--- src/rtl/adc_spi_responder.sv ---
// adc_spi_responder: SPI slave for an MCP3204-style 12-bit ADC.
// A start bit and a 4-bit control word select a channel or channel pair.
// The block snapshots the selected result and shifts it out MSB first after a null bit.
// The SPI pins are asynchronous to clk, so they are synchronized and their edges are detected in the clk domain.
module adc_spi_responder (
    input  logic        clk,
    input  logic        rst,
    input  logic        cs_n,
    input  logic        sclk,
    input  logic        mosi,
    output logic        miso,
    output logic        miso_oe,
    input  logic [11:0] ch0,
    input  logic [11:0] ch1,
    input  logic [11:0] ch2,
    input  logic [11:0] ch3,
    output logic        last_sgl,
    output logic [1:0]  last_ch,
    output logic        conv_done,
    output logic        frame_err
);

    typedef enum logic [2:0] {
        IDLE,
        WAIT_START,
        CTRL,
        XFER,
        DONE
    } state_t;

    // Synchronizer stages plus one extra delayed copy for edge detection.
    logic cs_meta, cs_sync, cs_prev;
    logic sclk_meta, sclk_sync, sclk_prev;
    logic mosi_meta, mosi_sync;

    logic sclk_rise, sclk_fall, cs_rise, cs_fall;

    // Registered state and the next-state values computed combinationally.
    state_t      state_q, state_d;
    logic [3:0]  cnt_q, cnt_d;
    logic [3:0]  ctrl_q, ctrl_d;      // {SGL, D2, D1, D0} once all four bits are in
    logic [11:0] shreg_q, shreg_d;
    logic        miso_q, miso_d;
    logic        oe_q, oe_d;
    logic        conv_done_q, conv_done_d;
    logic        frame_err_q, frame_err_d;
    logic        last_sgl_q, last_sgl_d;
    logic [1:0]  last_ch_q, last_ch_d;

    logic [11:0] result;
    logic [11:0] single_val, pos_val, neg_val;
    logic [12:0] diff;
    logic [1:0]  sel;

    // Double-flop synchronizers for the asynchronous SPI pins, plus a delayed copy for edge detection.
    // NOTE: sequential state uses non-blocking assignments so that each flop samples pre-edge values.
    always_ff @(posedge clk or negedge rst) begin
        if (!rst) begin
            cs_meta   <= 1'b1;
            cs_sync   <= 1'b1;
            cs_prev   <= 1'b1;
            sclk_meta <= 1'b0;
            sclk_sync <= 1'b0;
            sclk_prev <= 1'b0;
            mosi_meta <= 1'b0;
            mosi_sync <= 1'b0;
        end else begin
            cs_meta   <= cs_n;
            cs_sync   <= cs_meta;
            cs_prev   <= cs_sync;
            sclk_meta <= sclk;
            sclk_sync <= sclk_meta;
            sclk_prev <= sclk_sync;
            mosi_meta <= mosi;
            mosi_sync <= mosi_meta;
        end
    end

    assign sclk_rise = sclk_sync & ~sclk_prev;
    assign sclk_fall = ~sclk_sync & sclk_prev;
    assign cs_rise   = cs_sync & ~cs_prev;
    assign cs_fall   = ~cs_sync & cs_prev;

    // Conversion result for the word being completed.
    // D0 arrives on mosi during the rise that completes the word.
    // SGL and D1 are already held in ctrl_q.
    // NOTE: every variable written in an always_comb block gets a default first, so no latch is inferred.
    always_comb begin
        sel        = {ctrl_q[0], mosi_sync};
        single_val = 12'h000;
        pos_val    = 12'h000;
        neg_val    = 12'h000;
        case (sel)
            2'b00: begin single_val = ch0; pos_val = ch0; neg_val = ch1; end
            2'b01: begin single_val = ch1; pos_val = ch1; neg_val = ch0; end
            2'b10: begin single_val = ch2; pos_val = ch2; neg_val = ch3; end
            default: begin single_val = ch3; pos_val = ch3; neg_val = ch2; end
        endcase
        // The 13-bit difference keeps a borrow bit, so a negative result is detected instead of wrapping.
        diff = {1'b0, pos_val} - {1'b0, neg_val};
        if (ctrl_q[2]) begin
            result = single_val;
        end else if (diff[12]) begin
            result = 12'h000;
        end else begin
            result = diff[11:0];
        end
    end

    // Frame state register and all datapath/output registers.
    always_ff @(posedge clk or negedge rst) begin
        if (!rst) begin
            state_q     <= IDLE;
            cnt_q       <= 4'd0;
            ctrl_q      <= 4'd0;
            shreg_q     <= 12'h000;
            miso_q      <= 1'b0;
            oe_q        <= 1'b0;
            conv_done_q <= 1'b0;
            frame_err_q <= 1'b0;
            last_sgl_q  <= 1'b0;
            last_ch_q   <= 2'd0;
        end else begin
            state_q     <= state_d;
            cnt_q       <= cnt_d;
            ctrl_q      <= ctrl_d;
            shreg_q     <= shreg_d;
            miso_q      <= miso_d;
            oe_q        <= oe_d;
            conv_done_q <= conv_done_d;
            frame_err_q <= frame_err_d;
            last_sgl_q  <= last_sgl_d;
            last_ch_q   <= last_ch_d;
        end
    end

    // Next-state and output logic.
    // A cs_n rise overrides any sclk edge detected in the same cycle.
    always_comb begin
        state_d     = state_q;
        cnt_d       = cnt_q;
        ctrl_d      = ctrl_q;
        shreg_d     = shreg_q;
        miso_d      = miso_q;
        oe_d        = oe_q;
        conv_done_d = 1'b0;
        frame_err_d = 1'b0;
        last_sgl_d  = last_sgl_q;
        last_ch_d   = last_ch_q;

        if (cs_rise && (state_q != IDLE)) begin
            state_d     = IDLE;
            cnt_d       = 4'd0;
            ctrl_d      = 4'd0;
            shreg_d     = 12'h000;
            miso_d      = 1'b0;
            oe_d        = 1'b0;
            // A frame counts as aborted only if the master quits before B0 has gone out.
            frame_err_d = (state_q == CTRL) || (state_q == XFER);
        end else begin
            case (state_q)
                IDLE: begin
                    miso_d = 1'b0;
                    oe_d   = 1'b0;
                    cnt_d  = 4'd0;
                    if (cs_fall) begin
                        state_d = WAIT_START;
                    end
                end
                WAIT_START: begin
                    // Leading zeros before the start bit are skipped.
                    if (sclk_rise && mosi_sync) begin
                        state_d = CTRL;
                        cnt_d   = 4'd0;
                    end
                end
                CTRL: begin
                    if (sclk_rise) begin
                        ctrl_d = {ctrl_q[2:0], mosi_sync};
                        if (cnt_q == 4'd3) begin
                            // Snapshot now so later channel changes cannot disturb the frame.
                            shreg_d = result;
                            state_d = XFER;
                            cnt_d   = 4'd0;
                        end else begin
                            cnt_d = cnt_q + 4'd1;
                        end
                    end
                end
                XFER: begin
                    if (sclk_fall) begin
                        oe_d = 1'b1;
                        if (cnt_q == 4'd0) begin
                            miso_d = 1'b0;
                            cnt_d  = 4'd1;
                        end else begin
                            miso_d  = shreg_q[11];
                            shreg_d = {shreg_q[10:0], 1'b0};
                            if (cnt_q == 4'd12) begin
                                conv_done_d = 1'b1;
                                last_sgl_d  = ctrl_q[3];
                                last_ch_d   = ctrl_q[1:0];
                                state_d     = DONE;
                                cnt_d       = 4'd0;
                            end else begin
                                cnt_d = cnt_q + 4'd1;
                            end
                        end
                    end
                end
                DONE: begin
                    if (sclk_fall) begin
                        miso_d = 1'b0;
                    end
                end
                default: begin
                    state_d = IDLE;
                end
            endcase
        end
    end

    assign miso      = miso_q;
    assign miso_oe   = oe_q;
    assign conv_done = conv_done_q;
    assign frame_err = frame_err_q;
    assign last_sgl  = last_sgl_q;
    assign last_ch   = last_ch_q;

endmodule

--- config.mk ---
export PLATFORM = sky130hd
export DESIGN_NAME = adc_spi_responder
export DESIGN_NICKNAME = d
export VERILOG_FILES = /design/src/rtl/adc_spi_responder.sv
export SDC_FILE = /design/constraint.sdc
export NUM_CORES = 1
export LEC_CHECK = 0
export CAP_MARGIN = 20
export CORE_AREA = 3 3 81 83
export CTS_BUF_LIST = sky130_fd_sc_hd__clkbuf_4
export CTS_CLUSTER_DIAMETER = 60
export DETAILED_ROUTE_END_ITERATION = 12
export DIE_AREA = 0 0 84 86
export PLACE_DENSITY = 0.89
export SKIP_CTS_REPAIR_TIMING = 1
export SYNTH_ARGS = -nofsm -noshare
export SYNTH_HDL_FRONTEND = slang
export SYNTH_SLANG_ARGS = --single-unit
--- constraint.sdc ---
create_clock -name clk -period 4.52 [get_ports clk]
set_clock_uncertainty 0.1 [all_clocks]
set_input_delay 0.678 -clock clk [delete_from_list [all_inputs] [get_ports clk]]
set_output_delay 0.678 -clock clk [all_outputs]
set_load 0.05 [all_outputs]
==> results of run 1 <==
[cell families (layout without fill, tap and decap cells)]
group,after synthesis,in the layout,synth area share (%)
AO/OA/AOI/OAI,97,97,20.72
flip-flops,38,38,29.61
XOR/XNOR,5,5,1.358
multiplexers,34,34,20.33
adder cells (fa/ha/maj),15,15,6.054
buffers and inverters,39,90,6.480
AND/OR/NAND/NOR,93,93,15.45
[placed cells by master (no fill, tap or decap), types with 4 or more instances in the layout]
master / n
and3_1: 5
o21ai_0: 21
clkdlybuf4s50_1: 58
a221oi_1: 5
inv_1: 21
nand2b_1: 7
mux2_2: 6
a21o_1: 6
nor3_1: 4
a211oi_1: 4
nand3_1: 7
nor3b_1: 5
a22oi_1: 4
a21oi_1: 27
dfrtp_1: 35
mux4_2: 22
xnor2_1: 5
clkbuf_4: 5
nand2_1: 13
mux2i_1: 4
ha_1: 14
nor2b_1: 5
nor2_1: 32
[critical path: stages, from the launching register on]
cell       delay (ns)
dfrtp_1          0.42
buf_4            0.42
mux4_2           0.56
ha_1             0.22
fa_1             0.43
nor2b_4          0.16
o31a_1           0.26
o2111ai_2        0.20
a211oi_4         0.39
a222oi_1         0.14
a21oi_1          0.18
[how the worst min path moves through the flow]
| stage | from | to | slack (ns) |
|---|---|---|---|
| 6_report | cs_meta | cs_sync | 0.26 |
| 5_1_grt | cs_meta | cs_sync | 0.27 |
| 4_1_cts | cs_meta | cs_sync | 0.26 |
| 3_5_place_dp | mosi_meta | mosi_sync | 0.24 |
| 3_3_place_gp | mosi_meta | mosi_sync | 0.23 |
| 2_1_floorplan | mosi_meta | mosi_sync | 0.23 |
[registers in the layout, indices dropped and copies added (netlist names), 2 cells and up]
name	count
cnt_q	4
shreg_q	12
state_q	3
last_ch	2
ctrl_q	4
[metrics by stage]
stage                     instance area (um^2)  power, uW  hold slack, ns  std cells
after detailed placement                  3789       1762          0.2378        439
final                                     3842       1951          0.2623        447
after CTS                                 3842       1939          0.2633        447
after global routing                      3842       2109          0.2729        447
after global placement                    3789       1712          0.2338        439
after floorplan                           3224       1501          0.2312        321
[area by class of cell]
cell class,count,area [um^2],share of cell area (%)
clock inverters,3,16.27,0.4233
inverters,21,78.83,2.051
flip-flops and latches,38,954.7,24.85
multi-input cells,244,2061,53.63
clock buffers,5,37.54,0.9769
well taps,75,93.84,2.442
repair buffers,61,600.6,15.63
[routing by layer]
layer / vias up / share of wire [%]
met5: - / 0
met4: 0 / 2.5
met3: 24 / 7.0
met2: 133 / 49
met1: 1402 / 41
li1: 1319 / -
[power by group through the flow]
stage                     Clock, uW  Combinational, uW  Sequential (uW)
after global placement            0               1180              527
final                           171               1250              532
after detailed placement          0               1230              535
after floorplan                   0                994              507
after CTS                       175               1230              529
after global routing            192               1370              547
==> results.ini, run 1 <==
[place]
gp_congestion = 0.9504
portBuffers = 59
hpwl_mm = 5.967
dp_slack_ns = 0.8198

[clock_tree]
cts.sinks = 38
cts_tree = yes
cts_buffers = 5
clockBufferDepth = 2
cts_root_buf = clkbuf_4
path_clk_slew_ns = 0.12
clk_latency_ns = 0.35
cts-htree-levels = 2

[pwr]
power.density_nw_per_um2 = 507.9
power_leakage_uw = 0.001597
clockPowerShare_pct = 8.8
p_int_uw = 1049
ir_drop_mv = 0.2524
p_seq_share_pct = 27.3
p_sw_uw = 902.9
comb_power_share_pct = 63.9
p_sw_share_pct = 46.27

[sta]
tns_ns = 0
tightestPinTransition_ns = 0.8260
layout_setup_ws_ns = 0.9573
setup_viol = 0
finalCriticalPeriod_ns = 3.563
rsz0062_at_grt = false
max_freq_mhz = 280.7
finalHoldViolations = 0
min_period_over_period_pct = 78.82
maxSlewHeadroom_pct = 44.93
slew_viol_final = 0

[synthesis]
synth_edf_count = 0
ys_types = 63
yosysMostFrequentCell = dfrtp_1
synth_top_area_share_pct = 27.16
ys_warn_count = 0
syn_area_um2 = 3224
ys.flop_type = dfrtp_1
ys_seq_area_share_pct = 29.61
ys_ff_latch = 38
syn_nets = 389
synthTopCellsByArea = dfrtp_1 27%, mux4_2 15%, ha_1 5.4%
async_flop_share_pct = 100.0
synthCells = 321
synth.largest_area_cell = dfrtp_1
synth_area_per_cell_um2 = 10.04
synthTopCellsByCount = 35 x dfrtp_1, 32 x nor2_1, 27 x a21oi_1

[flow_run]
timing.max_cap.violations = 0

[min_path]
hold_path.class = reg -> reg
min_delay_path_depth = 0

[floorplan]
pin_count = 60
die_x_um = 84
fp.dieArea_um2 = 7224
coreArea_um2 = 5921
die_y_um = 86
start_util_pct = 54.46
rows = 28

[critical_path]
ff2ff_path_depth = 10
crit_path_start = mosi_sync
worstSetupStartpointType = flip-flop
worstPathRequired_ns = 4.70
r2r_setup_slack_ns = 0.96
crit_end = shreg_q[5]
reg2reg_from = mosi_sync
r2r-end = shreg_q[5]
worstSetupEndpointType = flip-flop
crit_arrival_ns = 3.74
critPathKind = reg -> reg
critPathMaxFanout = 24

[grt]
gr-usage-met2_pct = 36.23
met3_usage_pct = 4.227
busiest_layer = met2
grt_max_degree = 39
grt_pass1_wl_mm = 12.63
antenna_found_initial = 0
first_global_vias = 2765
grt.total_usage_pct = 21.30
overflow = 0
met1_usage_pct = 27.40

[drt]
routed_via_density = 6.438
drc = 0
vias = 2878
wl_per_cell_um = 17.20
drtAntennaViolNets = 0
drt_iter0_drc = 285
drt-pass1-iter-count = 5
finalWirelength_mm = 7.689

[finish]
fin_util_pct = 64.90
area_growth_pct = 19.17
diodes = 0
drive_gt1_share_pct = 14.52
layout.nets = 439
final.fill_count = 462

[outcome]
outcome = finished clean

(Power assumes the default switching activity.)
==> run 2: changes to the inputs <==
--- a/config.mk
+++ b/config.mk
@@ -6,12 +6,12 @@
 export NUM_CORES = 1
 export LEC_CHECK = 0
 export CAP_MARGIN = 20
-export CORE_AREA = 3 3 81 83
+export CORE_AREA = 3 3 86 88
 export CTS_BUF_LIST = sky130_fd_sc_hd__clkbuf_4
 export CTS_CLUSTER_DIAMETER = 60
 export DETAILED_ROUTE_END_ITERATION = 12
-export DIE_AREA = 0 0 84 86
-export PLACE_DENSITY = 0.89
+export DIE_AREA = 0 0 89 91
+export PLACE_DENSITY = 0.83
 export SKIP_CTS_REPAIR_TIMING = 1
 export SYNTH_ARGS = -nofsm -noshare
 export SYNTH_HDL_FRONTEND = slang
==> constraint.sdc (replaced) <==
create_clock -name clk -period 3.2 [get_ports clk]
set_clock_uncertainty 0.1 [all_clocks]
set_input_delay 0.48 -clock clk [delete_from_list [all_inputs] [get_ports clk]]
set_output_delay 0.48 -clock clk [all_outputs]
set_load 0.05 [all_outputs]
==> results.ini, run 2 (synthesis results as in run 1) <==
[outcome]
outcome = finished clean

[finish]
fin_cells = 487  ; +8.9%
area_growth_pct = 32.13
layout_common_cells = 58 x clkdlybuf4s50_1, 34 x dfrtp_1, 32 x nor2_1, 32 x buf_4, 27 x a21oi_1
reg.largest.list = shreg_q x12, cnt_q x4, ctrl_q x4
largest_register = shreg_q
diodes = 0  ; unchanged
fin_util_pct = 63.41  ; -1.5 points
largest_reg_flops = 12  ; unchanged
layout.nets = 474  ; +8.0%
final_common_cell = clkdlybuf4s50_1
drive_gt1_share_pct = 23.10  ; +8.6 points
final.fill_count = 542  ; +17%

[clock_tree]
cts_tree = yes
cts.sinks = 38  ; unchanged
clockBufferDepth = 2  ; unchanged
path_clk_slew_ns = 0.12  ; about the same
cts_root_buf = clkbuf_4
cts-htree-levels = 2  ; unchanged
cts_buffers = 5  ; unchanged
clk_latency_ns = 0.35  ; about the same

[drt]
drtAntennaViolNets = 0  ; unchanged
wl_per_cell_um = 16.57  ; -3.7%
vias = 2996  ; +4.1%
routed_via_density = 6.152  ; -4.5%
drc = 0  ; unchanged
finalWirelength_mm = 8.069  ; +4.9%
drt-pass1-iter-count = 5  ; unchanged
drt_iter0_drc = 218  ; -24%

[floorplan]
pin_count = 60  ; unchanged
start_util_pct = 47.99  ; -6.5 points
die_x_um = 89  ; +6.0%
rows = 30  ; +7.1%
coreArea_um2 = 6719  ; +13%
fp.dieArea_um2 = 8099  ; +12%
die_y_um = 91  ; +5.8%

[grt]
first_global_vias = 2814  ; +1.8%
grt_pass1_wl_mm = 12.18  ; -3.6%
overflow = 0  ; unchanged
grt_max_degree = 39  ; unchanged
grt.total_usage_pct = 18.25  ; -3.0 points
antenna_found_initial = 0  ; unchanged

[sta]
slew_viol_final = 0  ; unchanged
layout_setup_ws_ns = 0.07395  ; -0.8833 ns
tns_ns = 0  ; unchanged
finalHoldViolations = 0  ; unchanged
maxSlewHeadroom_pct = 45.75  ; +0.82 points
holdWs_ns = 0.1044  ; -0.1579 ns
min_period_over_period_pct = 97.69  ; +19 points
max_freq_mhz = 319.9  ; +14%
rsz0062_at_grt = true
setup_viol = 0  ; unchanged
tightestPinTransition_ns = 0.8137  ; -0.01224 ns
finalCriticalPeriod_ns = 3.126  ; -0.4367 ns

[critical_path]
crit_arrival_ns = 3.24  ; -0.50 ns
worstSetupEndpointType = flip-flop
slowest_delay_ns = 0.50  ; -0.06 ns
slowest_stage = mux4_2
worstPathRequired_ns = 3.31  ; -1.39 ns
crit_family = compound AO/OA/AOI/OAI gates
cp.buffers_inverters = 3  ; +2
critPathKind = reg -> reg
path_cells = buf_4, clkbuf_16, mux4_2, inv_1, ha_4, a21o_1, a221o_1, a21oi_4, a211oi_4, a222oi_1, a21oi_1
critPathMaxFanout = 10  ; -58%
worstSetupStartpointType = flip-flop

[place]
dp.cells = 467  ; +6.4%
dp_slack_ns = -0.2422  ; -1.062 ns
gp_congestion = 0.9115  ; -4.1%
portBuffers = 59  ; unchanged
hpwl_mm = 5.721  ; -4.1%

[flow_run]
timing.max_cap.violations = 0  ; unchanged

[pwr]
power.density_nw_per_um2 = 742.3  ; +46%
power_leakage_uw = 0.001813  ; +14%
ir_drop_mv = 0.2534  ; +0.39%

[min_path]
hold_path.class = in -> async

-- run 2: cell count changes in the layout (fill, tap and decap cells not counted), moves of 2 or more --
cell	change
ha_1	-2
clkbuf_16	+2
buf_12	+2
buf_4	+30
bufinv_16	+2
-- run 2: per-layer routing --
metal  share of wire, %  GRT usage (%)  up-vias
met5                  0              0        -
met4                2.5          5.211        0
met3                6.2          2.995       22
met2                 51          31.37      131
met1                 40          23.34     1460
li1                   -              -     1383
-- run 2: final timing paths --
kind | start | to | slack, ns | cells past startpoint
max | mosi_sync | shreg_q[5] | 0.07 | 11
min | rst | cnt_q[0] | 0.10 | 1
max reg2reg | mosi_sync | shreg_q[5] | 0.07 | 11
min reg2reg | mosi_meta | mosi_sync | 0.26 | 0
max in group asynchronous | rst | mosi_sync | 2.32 | 1
min in group clk | mosi_meta | mosi_sync | 0.26 | 0
-- run 2: layout make-up --
type                    count  area, um^2  area share [%]
clock buffers               5       37.54          0.8811
multi-input cells         244        2097           49.22
well taps                  80       100.1           2.349
inverters                  21       78.83           1.850
repair buffers             96       927.1           21.76
flip-flops and latches     38       955.9           22.44
clock inverters             3       63.81           1.498
-- run 2: worst reg2reg max path, stage by stage (launching register included) --
cell and delay, ns:
dfrtp_2 0.45, buf_4 0.16, clkbuf_16 0.16, mux4_2 0.50, inv_1 0.11, ha_4 0.21, a21o_1 0.16, a221o_1 0.38
a21oi_4 0.20, a211oi_4 0.11, a222oi_1 0.34, a21oi_1 0.12
-- run 2: through the flow --
stage	power [uW]	cell area (um^2)
2_1_floorplan	2122	3231
3_3_place_gp	2574	3993
3_5_place_dp	2640	3993
4_1_cts	3044	4094
5_1_grt	3408	4260
6_report	3163	4260
-- run 2: power breakdown --
part	switching, uW	leakage [uW]	internal, uW
combinational	1050	0.00128	962
sequential	148	0.000478	607
clock	158	0.0000528	241
total	1350	0.00181	1810
==> run 3: changes to the inputs <==
--- a/config.mk
+++ b/config.mk
@@ -11,7 +11,8 @@
 export CTS_CLUSTER_DIAMETER = 60
 export DETAILED_ROUTE_END_ITERATION = 12
 export DIE_AREA = 0 0 89 91
-export PLACE_DENSITY = 0.83
+export PLACE_DENSITY = 0.81
+export SETUP_SLACK_MARGIN = 0.1
 export SKIP_CTS_REPAIR_TIMING = 1
 export SYNTH_ARGS = -nofsm -noshare
 export SYNTH_HDL_FRONTEND = slang
==> results.ini, run 3 (synthesis results as in run 1) <==
[drt]
vias = 2980  ; -0.53%
dr_wl_met2_mm = 4.344  ; +4.9%
wl_per_cell_um = 17.15  ; +3.5%
finalWirelength_mm = 8.371  ; +3.7%
drtAntennaViolNets = 0  ; unchanged
routed_via_density = 6.107  ; -0.74%
routed.top_layer = met4
drc = 0  ; unchanged
drt-met1-wl_mm = 3.449  ; +7.1%
routed-wl-met3_um = 380  ; -24%
drt-pass1-iter-count = 5  ; unchanged
drt_iter0_drc = 260  ; +19%

[clock_tree]
cts.sinks = 38  ; unchanged
cts_buffers = 5  ; unchanged
cts_tree = yes
clk_latency_ns = 0.35  ; about the same
cts-htree-levels = 2  ; unchanged
path_clk_slew_ns = 0.12  ; about the same
cts_root_buf = clkbuf_4
clockBufferDepth = 2  ; unchanged

[outcome]
outcome = finished clean

[grt]
antenna_found_initial = 0  ; unchanged
first_global_vias = 2828  ; +0.50%
overflow = 0  ; unchanged
grt_pass1_wl_mm = 12.90  ; +5.9%
grt_max_degree = 39  ; unchanged
grt.total_usage_pct = 19.56  ; +1.3 points

[floorplan]
coreArea_um2 = 6719  ; unchanged
die_y_um = 91  ; unchanged
fp.dieArea_um2 = 8099  ; unchanged
rows = 30  ; unchanged
pin_count = 60  ; unchanged
start_util_pct = 47.99  ; unchanged
die_x_um = 89  ; unchanged

[critical_path]
r2r-end = shreg_q[10]
worstSetupEndpointType = flip-flop
ff2ff_path_depth = 11  ; unchanged
r2r_setup_slack_ns = 0.16  ; +0.08 ns
critPathMaxFanout = 8  ; -2
critPathKind = reg -> reg
crit_arrival_ns = 3.18  ; -0.06 ns
worstSetupStartpointType = flip-flop
reg2reg_from = mosi_sync
worstPathRequired_ns = 3.34  ; +0.03 ns

[finish]
fin_area_um2 = 4309  ; +1.1%
area_growth_pct = 33.64
largest_reg_flops = 12  ; unchanged
reg.largest.list = shreg_q x12, cnt_q x4, ctrl_q x4
fin_cells = 488  ; +0.21%
diodes = 0  ; unchanged
drive_gt1_share_pct = 25.98  ; +2.9 points
final_common_cell = clkdlybuf4s50_1
final.fill_count = 492  ; -9.2%
layout.nets = 475  ; +0.21%
fin_util_pct = 64.13  ; +0.73 points
layout_common_cells = 58 x clkdlybuf4s50_1, 34 x dfrtp_1, 33 x buf_4, 32 x nor2_1, 27 x a21oi_1
largest_register = shreg_q

[place]
place_area_um2 = 3980  ; -0.31%
gp_congestion = 0.8719  ; -4.3%
portBuffers = 59  ; unchanged
hpwl_mm = 5.770  ; +0.87%
dp.cells = 465  ; -0.43%

[sta]
max_freq_mhz = 328.4  ; +2.7%
holdWs_ns = 0.1005  ; -0.003915 ns
rsz0062_at_grt = true
tns_ns = 0  ; unchanged
finalHoldViolations = 0  ; unchanged
setup_viol = 0  ; unchanged
min_period_over_period_pct = 95.15  ; -2.5 points
slew_viol_final = 0  ; unchanged
finalCriticalPeriod_ns = 3.045  ; -0.08122 ns
maxSlewHeadroom_pct = 45.91  ; +0.16 points
tightestPinTransition_ns = 0.8113  ; -0.002446 ns

[pwr]
power.density_nw_per_um2 = 722.1  ; -2.7%
power_leakage_uw = 0.001793  ; -1.1%
ir_drop_mv = 0.3178  ; +25%

[flow_run]
timing.max_cap.violations = 0  ; unchanged

[min_path]
hold_path.class = in -> async

run 3: area by class of cell:
type                            instances  area, um^2  area share (%)
Inverter                               21       78.83           1.829
Sequential cell                        38       955.9           22.18
Multi-Input combinational cell        244        2190           50.81
Tap cell                               80       100.1           2.323
Clock inverter                          2       10.01          0.2323
Clock buffer                            6       45.04           1.045
Timing Repair Buffer                   97       929.6           21.57
run 3: report_power, final:
group / switching (uW) / internal [uW]
Combinational: 1090 / 1020
Clock: 164 / 92.3
Sequential: 138 / 606
Total: 1390 / 1720
run 3: worst max-delay path, stage by stage, from the launching register on:
cell,delay (ns)
dfrtp_2,0.40
buf_12,0.14
buf_12,0.14
mux4_1,0.62
ha_4,0.28
o21a_1,0.19
o31a_1,0.16
buf_4,0.18
o2111a_1,0.27
or3_1,0.31
nand3_1,0.08
a21oi_1,0.07
run 3: how the worst max path moves through the flow:
stage | depth (start not counted) | to | slack, ns | startpoint
global route | 12 | shreg_q[6] | 0.02 | mosi_sync
floorplan | 12 | shreg_q[3] | 0.11 | mosi_sync
finish | 11 | shreg_q[10] | 0.16 | mosi_sync
detailed placement | 10 | shreg_q[3] | -0.19 | ch2[0]
global placement | 10 | shreg_q[5] | -0.10 | ch2[0]
CTS | 10 | shreg_q[5] | 0.03 | mosi_sync
run 3: routing by layer:
metal  vias to the layer above  track usage [%]
met5                         -                0
met4                         0            4.342
li1                       1386                -
met1                      1474            26.05
met2                        99            33.17
met3                        21            3.176
run 3: per-stage QoR:
stage | setup WS, ns | power [uW]
after floorplan | 0.1111 | 2128
after global placement | -0.1004 | 2570
after detailed placement | -0.1942 | 2637
after CTS | 0.03228 | 2897
after global routing | 0.01944 | 3349
final | 0.1552 | 3111
